`src/rtl/ps2_pkg.sv`:
```
// Shared PS/2 set-2 decoding definitions: FSM states, scan-code constants,
// the event record carried through the FIFO, and small classification helpers.
`timescale 1ns/1ps
package ps2_pkg;

  typedef enum logic [2:0] {
    ST_IDLE,
    ST_EXT,
    ST_BRK,
    ST_EXT_BRK,
    ST_PAUSE
  } ps2_state_t;

  // Prefix bytes
  localparam logic [7:0] SC_E0 = 8'hE0;
  localparam logic [7:0] SC_E1 = 8'hE1;
  localparam logic [7:0] SC_F0 = 8'hF0;

  // Lock keys
  localparam logic [7:0] SC_CAPS   = 8'h58;
  localparam logic [7:0] SC_NUM    = 8'h77;
  localparam logic [7:0] SC_SCROLL = 8'h7E;

  // Fake shifts the keyboard wraps around some extended keys
  localparam logic [7:0] SC_FAKE_SHIFT_L = 8'h12;
  localparam logic [7:0] SC_FAKE_SHIFT_R = 8'h59;

  // Protocol/status bytes that never describe a key
  localparam logic [7:0] SC_ERR0   = 8'h00;
  localparam logic [7:0] SC_BAT_OK = 8'hAA;
  localparam logic [7:0] SC_ECHO   = 8'hEE;
  localparam logic [7:0] SC_ACK    = 8'hFA;
  localparam logic [7:0] SC_RESEND = 8'hFE;
  localparam logic [7:0] SC_ERR1   = 8'hFF;

  // Pause/Break sends E1 followed by seven more bytes
  localparam logic [2:0] PAUSE_LEN = 3'd7;

  typedef struct packed {
    logic       ext;
    logic       rel;
    logic [7:0] code;
  } ps2_event_t;

  function automatic logic is_ignored(input logic [7:0] code);
    return (code == SC_ERR0) || (code == SC_BAT_OK) || (code == SC_ECHO) ||
           (code == SC_ACK) || (code == SC_RESEND) || (code == SC_ERR1);
  endfunction

  function automatic logic is_fake_shift(input logic [7:0] code);
    return (code == SC_FAKE_SHIFT_L) || (code == SC_FAKE_SHIFT_R);
  endfunction

endpackage

```
`src/rtl/ps2_event_fifo.sv`:
```
// Synchronous event FIFO; a push into a full FIFO succeeds only when a pop
// happens in the same cycle. The head is read straight from storage.
`timescale 1ns/1ps
module ps2_event_fifo
  import ps2_pkg::*;
#(
  parameter int DEPTH = 4
) (
  input  logic       clk,
  input  logic       reset,
  input  logic       push,
  input  ps2_event_t push_data,
  input  logic       pop,
  output ps2_event_t head,
  output logic       empty,
  output logic       full
);

  localparam int PTR_W = $clog2(DEPTH);
  localparam int CNT_W = PTR_W + 1;

  ps2_event_t       mem_q [DEPTH];
  ps2_event_t       mem_d [DEPTH];
  logic [PTR_W-1:0] wr_ptr_q, wr_ptr_d;
  logic [PTR_W-1:0] rd_ptr_q, rd_ptr_d;
  logic [CNT_W-1:0] count_q, count_d;
  logic             do_push, do_pop;

  assign empty   = (count_q == '0);
  assign full    = (count_q == CNT_W'(DEPTH));
  assign do_pop  = pop && !empty;
  assign do_push = push && (!full || do_pop);
  assign head    = mem_q[rd_ptr_q];

  // Next storage contents and pointers; pointers wrap naturally at DEPTH
  always_comb begin
    mem_d    = mem_q;
    wr_ptr_d = wr_ptr_q;
    rd_ptr_d = rd_ptr_q;
    if (do_push) begin
      mem_d[wr_ptr_q] = push_data;
      wr_ptr_d        = wr_ptr_q + PTR_W'(1);
    end
    if (do_pop) begin
      rd_ptr_d = rd_ptr_q + PTR_W'(1);
    end
    count_d = count_q + CNT_W'(do_push) - CNT_W'(do_pop);
  end

  // Pointer and occupancy registers
  always_ff @(posedge clk) begin
    if (reset) begin
      wr_ptr_q <= '0;
      rd_ptr_q <= '0;
      count_q  <= '0;
    end else begin
      wr_ptr_q <= wr_ptr_d;
      rd_ptr_q <= rd_ptr_d;
      count_q  <= count_d;
    end
  end

  // Entry storage needs no reset; empty slots are never presented
  always_ff @(posedge clk) begin
    mem_q <= mem_d;
  end

endmodule

```
`src/rtl/ps2_key_decoder.sv`:
```
// PS/2 set-2 key decoder: strobe edge detect, prefix-tracking FSM, lock-key
// LEDs with typematic suppression, last-make register and an event FIFO.
`timescale 1ns/1ps
module ps2_key_decoder
  import ps2_pkg::*;
#(
  parameter int FIFO_DEPTH = 4
) (
  input  logic       CLOCK_50,
  input  logic       reset,
  input  logic       key_action,
  input  logic [7:0] scan_code,
  output logic       ev_valid,
  input  logic       ev_ready,
  output logic [7:0] ev_code,
  output logic       ev_ext,
  output logic       ev_release,
  output logic [2:0] ps2_lock_control,
  output logic [7:0] last_code,
  output logic       overflow
);

  logic       key_prev_q;
  ps2_state_t state_q, state_d;
  logic [2:0] pause_cnt_q, pause_cnt_d;
  logic [2:0] lock_q, lock_d;
  logic [2:0] held_q, held_d;
  logic [7:0] last_code_q, last_code_d;
  logic       overflow_q, overflow_d;

  logic       byte_accept;
  logic       emit;
  ps2_event_t emit_ev;
  logic [2:0] lock_sel;
  ps2_event_t fifo_head;
  logic       fifo_empty, fifo_full, pop;

  assign byte_accept = key_action && !key_prev_q;
  assign ev_valid    = !fifo_empty;
  assign pop         = ev_valid && ev_ready;
  assign ev_code     = ev_valid ? fifo_head.code : 8'h00;
  assign ev_ext      = ev_valid && fifo_head.ext;
  assign ev_release  = ev_valid && fifo_head.rel;
  assign ps2_lock_control = lock_q;
  assign last_code   = last_code_q;
  assign overflow    = overflow_q;

  // Prefix FSM: decides the next state and whether this byte emits an event
  always_comb begin
    state_d      = state_q;
    pause_cnt_d  = pause_cnt_q;
    emit         = 1'b0;
    emit_ev.ext  = 1'b0;
    emit_ev.rel  = 1'b0;
    emit_ev.code = scan_code;
    if (byte_accept) begin
      case (state_q)
        ST_IDLE: begin
          if (scan_code == SC_E0) begin
            state_d = ST_EXT;
          end else if (scan_code == SC_F0) begin
            state_d = ST_BRK;
          end else if (scan_code == SC_E1) begin
            state_d     = ST_PAUSE;
            pause_cnt_d = PAUSE_LEN;
          end else if (!is_ignored(scan_code)) begin
            emit = 1'b1;
          end
        end
        ST_EXT: begin
          if (scan_code == SC_F0) begin
            state_d = ST_EXT_BRK;
          end else begin
            state_d = ST_IDLE;
            if (!is_fake_shift(scan_code)) begin
              emit        = 1'b1;
              emit_ev.ext = 1'b1;
            end
          end
        end
        ST_BRK: begin
          state_d     = ST_IDLE;
          emit        = 1'b1;
          emit_ev.rel = 1'b1;
        end
        ST_EXT_BRK: begin
          state_d = ST_IDLE;
          if (!is_fake_shift(scan_code)) begin
            emit        = 1'b1;
            emit_ev.ext = 1'b1;
            emit_ev.rel = 1'b1;
          end
        end
        ST_PAUSE: begin
          pause_cnt_d = pause_cnt_q - 3'd1;
          if (pause_cnt_q <= 3'd1) begin
            state_d      = ST_IDLE;
            pause_cnt_d  = 3'd0;
            emit         = 1'b1;
            emit_ev.code = SC_E1;
          end
        end
        default: state_d = ST_IDLE;
      endcase
    end
  end

  // Lock toggles, held bits, last make code and sticky overflow
  always_comb begin
    lock_d      = lock_q;
    held_d      = held_q;
    last_code_d = last_code_q;
    overflow_d  = overflow_q;
    case (emit_ev.code)
      SC_CAPS:   lock_sel = 3'b100;
      SC_NUM:    lock_sel = 3'b010;
      SC_SCROLL: lock_sel = 3'b001;
      default:   lock_sel = 3'b000;
    endcase
    if (emit && !emit_ev.ext) begin
      if (!emit_ev.rel) begin
        lock_d = lock_q ^ (lock_sel & ~held_q);
        held_d = held_q | lock_sel;
      end else begin
        held_d = held_q & ~lock_sel;
      end
    end
    if (emit && !emit_ev.rel) begin
      last_code_d = emit_ev.code;
    end
    if (emit && fifo_full && !pop) begin
      overflow_d = 1'b1;
    end
  end

  // State registers; the strobe history tracks key_action even during reset
  always_ff @(posedge CLOCK_50) begin
    key_prev_q <= key_action;
    if (reset) begin
      state_q     <= ST_IDLE;
      pause_cnt_q <= 3'd0;
      lock_q      <= 3'b000;
      held_q      <= 3'b000;
      last_code_q <= 8'h00;
      overflow_q  <= 1'b0;
    end else begin
      state_q     <= state_d;
      pause_cnt_q <= pause_cnt_d;
      lock_q      <= lock_d;
      held_q      <= held_d;
      last_code_q <= last_code_d;
      overflow_q  <= overflow_d;
    end
  end

  ps2_event_fifo #(
    .DEPTH(FIFO_DEPTH)
  ) u_fifo (
    .clk      (CLOCK_50),
    .reset    (reset),
    .push     (emit),
    .push_data(emit_ev),
    .pop      (pop),
    .head     (fifo_head),
    .empty    (fifo_empty),
    .full     (fifo_full)
  );

endmodule

```
`config.mk`:
```
export PLATFORM = sky130hd
export DESIGN_NAME = ps2_key_decoder
export DESIGN_NICKNAME = d
export VERILOG_FILES = /design/src/rtl/ps2_pkg.sv /design/src/rtl/ps2_event_fifo.sv /design/src/rtl/ps2_key_decoder.sv
export SDC_FILE = /design/constraint.sdc
export NUM_CORES = 1
export LEC_CHECK = 0
export CAP_MARGIN = 0
export CORE_UTILIZATION = 60
export CTS_CLUSTER_DIAMETER = 60
export DETAILED_ROUTE_END_ITERATION = 16
export PLACE_DENSITY = 0.84
export SKIP_LAST_GASP = 1
export SLEW_MARGIN = 15
export SYNTH_ARGS = -nofsm -noshare
export SYNTH_HDL_FRONTEND = slang
export SYNTH_SLANG_ARGS = --single-unit
```
`constraint.sdc`:
```
create_clock -name CLOCK_50 -period 4.6 [get_ports CLOCK_50]
set_input_delay 0.92 -clock CLOCK_50 [delete_from_list [all_inputs] [get_ports CLOCK_50]]
set_output_delay 0.92 -clock CLOCK_50 [all_outputs]
set_load 0.05 [all_outputs]
```
; Word-level counts from Yosys, hierarchy flattened
; Cells that the tools add are included.
; Widths: inputs -> output; s select.
[word_totals]
register_bits = 69
out_inout_bits = 23
latchBits = 0
elab_cells = 129
romBits = 0
n_memories = 0
mem_bits_rw = 0
in_bits = 12
[op_classes]
mux = 35
n_eq_ne = 23
magnitude_cmp = 4
mul = 0
bitwise = 9
reduce_logical = 31
addsub = 5
shifts = 0
div_mod_pow = 0
[op_table]
columns = cell, count
row1 = $eq 8x8->1 const B, 8
row2 = $bwmux 40, 1
row3 = $mux 10, 4
row4 = $eq 8x7->1 const B, 4
row5 = $mux 3, 9
row6 = $mux 8, 3
row7 = $bmux 10 s2, 1
row8 = $demux 10 s2, 1
row9 = $pmux 3 s3, 2
row10 = $logic_and 1x1->1, 11
row11 = $eq 8x5->1 const B, 1
row12 = $logic_not 8->1, 1
row13 = $mux 1, 8
row14 = $ne 2x2->1 const B, 4
row15 = $logic_or 1x1->1, 7
row16 = $and 3x3->3, 2
row17 = $eq 3x2->1 const B, 2
row18 = $eq 3x3->1 const B, 2
row19 = $ge 3x3->1 const B, 2
row20 = $logic_not 1->1, 6
row21 = $logic_not 3->1, 2
row22 = $not 2->3, 2
row23 = $not 3->3, 2
row24 = $pmux 3 s2, 1
row25 = 18 further kinds, 21

; Depth between registers and ports, before layout
[logic_depth]
ltp_word = 15
mapped_depth = 12
mapped_depth_nobuf = 12

; Cells and area by module
; Synthesis repeated with hierarchy kept, for this count alone.
[hier_totals]
cells_unflattened = 290
hier_area_um2 = 3410.8
[modules_own_cells]
columns = module, n_inst, area_per_inst_um2, cells_per_inst, seq_area_each_um2
row1 = ps2_event_fifo, 1, 1933.1, 100, 1341.3
row2 = ps2_key_decoder, 1, 1477.7, 190, 440.4

; Worst setup path after synthesis
; OpenSTA, ideal clock, no wires.
[synth_timing]
path_type = input -> register
from = input port scan_code[3]
to = register u_fifo.count_q[2]
required_time_ns = 4.472
setup_time_ns = 0.128
cell_stages = 11
arrival_ns = 3.228
path_buffers = 1
slack_ns = 1.244
path_cell_list = buf_6 > or3_4 > o31a_1 > o311a_1 > o31ai_2 > nor2_1 > ha_1 > fa_1 > xnor2_1 > xnor2_1 > nor2_1
[synth_via]
elab_chain_len = 15
elab_cells_between_ends = 28
classes_between = 2 x add/sub / 10 x eq/ne / 8 x mux / 8 x reduce/logical
[synth_lines]
columns = item, line_no
row1 = start: declaration, ps2_key_decoder.sv:12  ; input logic [7:0] scan_code,
row2 = $eq 8x8->1 or $logic_not 8->1 (tied branches), ps2_pkg.sv:46  ; return (code == SC_ERR0) || (code == SC_BAT_OK) || (code == SC_ECHO) ||
row3 = $logic_or 1x1->1 (3 in a row), ps2_pkg.sv:46
row4 = $logic_or 1x1->1 (2 in a row), ps2_pkg.sv:47  ; (code == SC_ACK) || (code == SC_RESEND) || (code == SC_ERR1);
row5 = $mux 1, ps2_key_decoder.sv:66  ; end else if (!is_ignored(scan_code)) begin
row6 = $mux 1, ps2_key_decoder.sv:63  ; end else if (scan_code == SC_E1) begin
row7 = $mux 1, ps2_key_decoder.sv:61  ; end else if (scan_code == SC_F0) begin
row8 = $mux 1, ps2_key_decoder.sv:59  ; if (scan_code == SC_E0) begin
row9 = $pmux 1 s5 (*), ps2_key_decoder.sv:57  ; case (state_q)
row10 = $mux 1 (*), ps2_key_decoder.sv:56  ; if (byte_accept) begin
row11 = $logic_and 1x1->1 (*), ps2_event_fifo.sv:32  ; assign do_push = push && (!full || do_pop);
row12 = via u_fifo.do_push, ps2_event_fifo.sv:27  ; logic do_push, do_pop;
row13 = $add 3x1->3 (*), ps2_event_fifo.sv:47  ; count_d = count_q + CNT_W'(do_push) - CNT_W'(do_pop);
row14 = $sub 3x1->3 (*), ps2_event_fifo.sv:47
row15 = end signal: assignment, ps2_event_fifo.sv:59  ; count_q <= count_d;
row16 = end: declaration, ps2_event_fifo.sv:26  ; logic [CNT_W-1:0] count_q, count_d;
; Mark *: on every way through the listed nets, which the timed path passes. The rest lies on a longest branch.
; A chain may end at the register's enable or synchronous reset.

; Final worst setup path
[layout_timing]
from = input port scan_code[1]
to = register u_fifo.count_q[2]
; Same word-level chain as after synthesis.

==> flow_metrics.py <==
metrics = {
    "setup_path": {
        "setup.worst_path.start": "scan_code[1]",
        "reg2reg_to": "u_fifo.count_q[1]",
        "crit_family": "compound AO/OA/AOI/OAI gates",
        "worst_setup_path_end_kind": "flip-flop",
        "reg2reg_depth": 9,
        "critPathCapture": "u_fifo.count_q[2]",
        "arrival_ps": 3920,
        "rrSetupSlack_ps": 1780,
        "critPathMaxFanout": 9,
        "cp.required_ps": 4780,
        "cp_num_cells": 11,
        "cpMaxStageDelayCell": "clkdlybuf4s50_1",
        "crit_type": "in2reg",
        "startpoint_type": "input pin",
        "cp_slowest_stage_delay_ps": 530,
        "cp.buffers_inverters": 1,
        "crit_path_cell_trace": "clkdlybuf4s50_1 > or3_4 > o31a_1 > o311a_1 > o31ai_2 > nor2_1 > ha_1 > fa_1 > xnor2_1 > xnor2_1 > nor2_1",
        "r2r-start": "pause_cnt_q[0]",
    },
    "synth": {
        "synth_nets": 293,
        "netlist_instances": 272,
        "ys_types": 63,
        "yosys_most_used_dff": "edfxtp_1",
        "syn_avg_cell_area_sq_um": 12.09,
        "syn_area_sq_um": 3289,
        "synth-seq-cells": 69,
        "async_flop_share": 0,
        "yosys_warnings": 0,
        "synth-seq-area-share": 0.5417,
        "synth_edf_count": 40,
    },
    "power": {
        "peakVddDrop_v": 0.0003355,
        "powerDensity_nw_per_um2": 478.3,
        "p_total_mw": 1.857,
        "leakagePower_nw": 1.305,
    },
    "floorplanning": {
        "die_h_microns": 76.04,
        "die_area_sq_um": 5782,
        "core_sq_um": 5205,
        "fp.dieW_microns": 76.04,
        "rows": 26,
        "io_pins": 35,
        "start_util": 0.6320,
    },
    "cts": {
        "cts_buffers": 9,
        "cts_tree": "yes",
        "clock_tree.root_cell": "clkbuf_8",
        "htree_levels": 3,
        "clk_latency_ps": 330,
        "cts_setup_buffers": 0,
        "cts_resized": 0,
        "cts_buffer_depth": 2,
        "hold_buffers": 0,
        "cts_num_sinks": 69,
        "clk_pin_slew_ps": 70,
    },
    "grt": {
        "grt_max_degree": 32,
        "antenna_found_initial": 0,
        "grt_first_pass_wirelength_mm": 10.58,
        "gr-total-overflow": 0,
        "grt.total_usage": 0.2439,
        "grt_pass1_vias": 2194,
    },
    "route": {
        "wl_met2_mm": 3.573,
        "route.met3.wl_microns": 163,
        "post_drt_via_cell_ratio": 6.055,
        "vias": 2307,
        "drc": 0,
        "wl_per_cell_microns": 17.15,
        "ant_nets": 0,
        "drt_iter0_markers": 119,
        "drt_wl_total_mm": 6.534,
        "top_layer_used": "met4",
        "routedLengthMet1_mm": 2.703,
        "drt-pass1-iter-count": 4,
    },
    "place": {
        "place_hpwl_mm": 4.676,
        "port_buffers": 34,
        "placed_cell_area_sq_um": 3649,
        "gp_congestion": 0.9081,
    },
    "sta": {
        "setup_viol": 0,
        "fin_crit_sh": 0.8132,
        "holdWs_ps": 486.9,
        "rsz0062_at_grt": "no",
        "slew-limit-headroom": 0.2584,
        "fmaxAchievable_ghz": 0.2673,
        "worst_clock_skew_ps": 6.003,
        "drv_slew": 0,
        "finalHoldViolCount": 0,
        "fin_tns_setup_ps": 0,
        "min_period_ps": 3741,
        "tightest_slew_ps": 1109,
    },
    "final_layout": {
        "fin_area_sq_um": 3882,
        "nNetsFinal": 327,
        "final_cell_mix": "40 x edfxtp_1, 34 x clkdlybuf4s50_1, 29 x dfxtp_1, 22 x nor2_1, 18 x and2_1",
        "drive_gt1_frac": 0.1350,
        "syn_to_final_growth_pct": 18.03,
        "antenna_cells": 0,
        "final_common_cell": "edfxtp_1",
    },
    "status": {
        "status": "complete, no violations",
    },
    "job": {
        "drv_cap": 0,
    },
    "worst_hold_path": {
        "hold_class": "reg2reg",
    },
}
## cell usage after synthesis, types with 2 or more instances
| cell | n | area [sq um] |
|---|---|---|
| a211oi_1 | 2 | 15.01 |
| a21oi_1 | 16 | 80.08 |
| a311oi_1 | 2 | 17.52 |
| and2_1 | 18 | 112.6 |
| and2_2 | 2 | 15.01 |
| and4b_1 | 2 | 20.02 |
| buf_6 | 3 | 33.78 |
| clkbuf_1 | 5 | 18.77 |
| dfxtp_1 | 29 | 580.6 |
| edfxtp_1 | 40 | 1201 |
| ha_1 | 8 | 100.1 |
| inv_1 | 13 | 48.80 |
| mux4_2 | 10 | 225.2 |
| nand2_1 | 10 | 37.54 |
| nand2b_1 | 6 | 37.54 |
| nand3_1 | 6 | 30.03 |
| nor2_1 | 22 | 82.58 |
| nor2b_1 | 4 | 25.02 |
| nor3_1 | 12 | 60.06 |
| nor4_1 | 2 | 12.51 |
| nor4b_1 | 2 | 17.52 |
| nor4b_2 | 2 | 30.03 |
| o21ai_0 | 9 | 45.04 |
| o31ai_1 | 3 | 22.52 |
| or3_1 | 2 | 12.51 |
| or4_1 | 2 | 15.01 |
| or4b_1 | 2 | 20.02 |
| xnor2_1 | 3 | 26.28 |
## how the worst min path moves through the flow
stage	from	to	slack, ps	depth (start not counted)
2_1_floorplan	flip-flop	flip-flop	480	2
3_3_place_gp	overflow	overflow	450	2
3_5_place_dp	last_code[2]	last_code[2]	470	2
4_1_cts	last_code[2]	last_code[2]	480	2
5_1_grt	ps2_lock_control[0]	ps2_lock_control[0]	530	2
6_report	last_code[2]	last_code[2]	490	2
## registers in the layout (all words and copies together), names as in the netlist, named ones only
name	flops
key_prev_q	1
overflow	1
pause_cnt_q	3
state_q	3
u_fifo.count_q	3
u_fifo.rd_ptr_q	2
last_code	8
ps2_lock_control	3
u_fifo.mem_q	40
u_fifo.wr_ptr_q	2
## cell type report
| cell class | instances | area [sq um] |
|---|---|---|
| inverter | 13 | 48.80 |
| timing repair buffer | 35 | 347.8 |
| tap | 70 | 87.58 |
| clock buffer | 11 | 173.9 |
| fill | 360 | 1323 |
| multi-input combinational | 178 | 1383 |
| clock inverter | 5 | 60.06 |
| sequential | 69 | 1782 |
## stage by stage
stage,std cells,setup slack [ps],utilization
CTS,381,869.2,0.7459
finish,381,859.4,0.7459
detailed placement,365,524.5,0.7010
global route,381,694.1,0.7459
floorplan,272,1244,-
global placement,365,640.8,0.7010
## layer usage
metal | up-vias | global-route usage
met4 | 0 | 0.1288
met2 | 43 | 0.4327
met5 | - | 0
li1 | 1087 | -
met1 | 1167 | 0.2837
met3 | 10 | 0.04072
## report_power, final
group	leakage, nW	total, mW	switching (mW)	internal (mW)
Combinational	0.586	0.579	0.343	0.236
Clock	0.117	0.546	0.227	0.319
Sequential	0.602	0.732	0.0459	0.686
## worst register-to-register path, delay by kind of cell (launching register included)
family | cells | cell delay, ps
adder cells (fa/ha/maj) | 3 | 830
flip-flops | 1 | 400
AND/OR/NAND/NOR | 3 | 970
AO/OA/AOI/OAI | 3 | 480
## kinds of logic after synthesis
logic type | synth area share
XOR/XNOR | 0.01065
buffers and inverters | 0.03803
AO/OA/AOI/OAI | 0.1000
flip-flops | 0.5417
adder cells (fa/ha/maj) | 0.03652
AND/OR/NAND/NOR | 0.1982
multiplexers | 0.07493
Note: power is estimated with default switching activity, not from simulation.
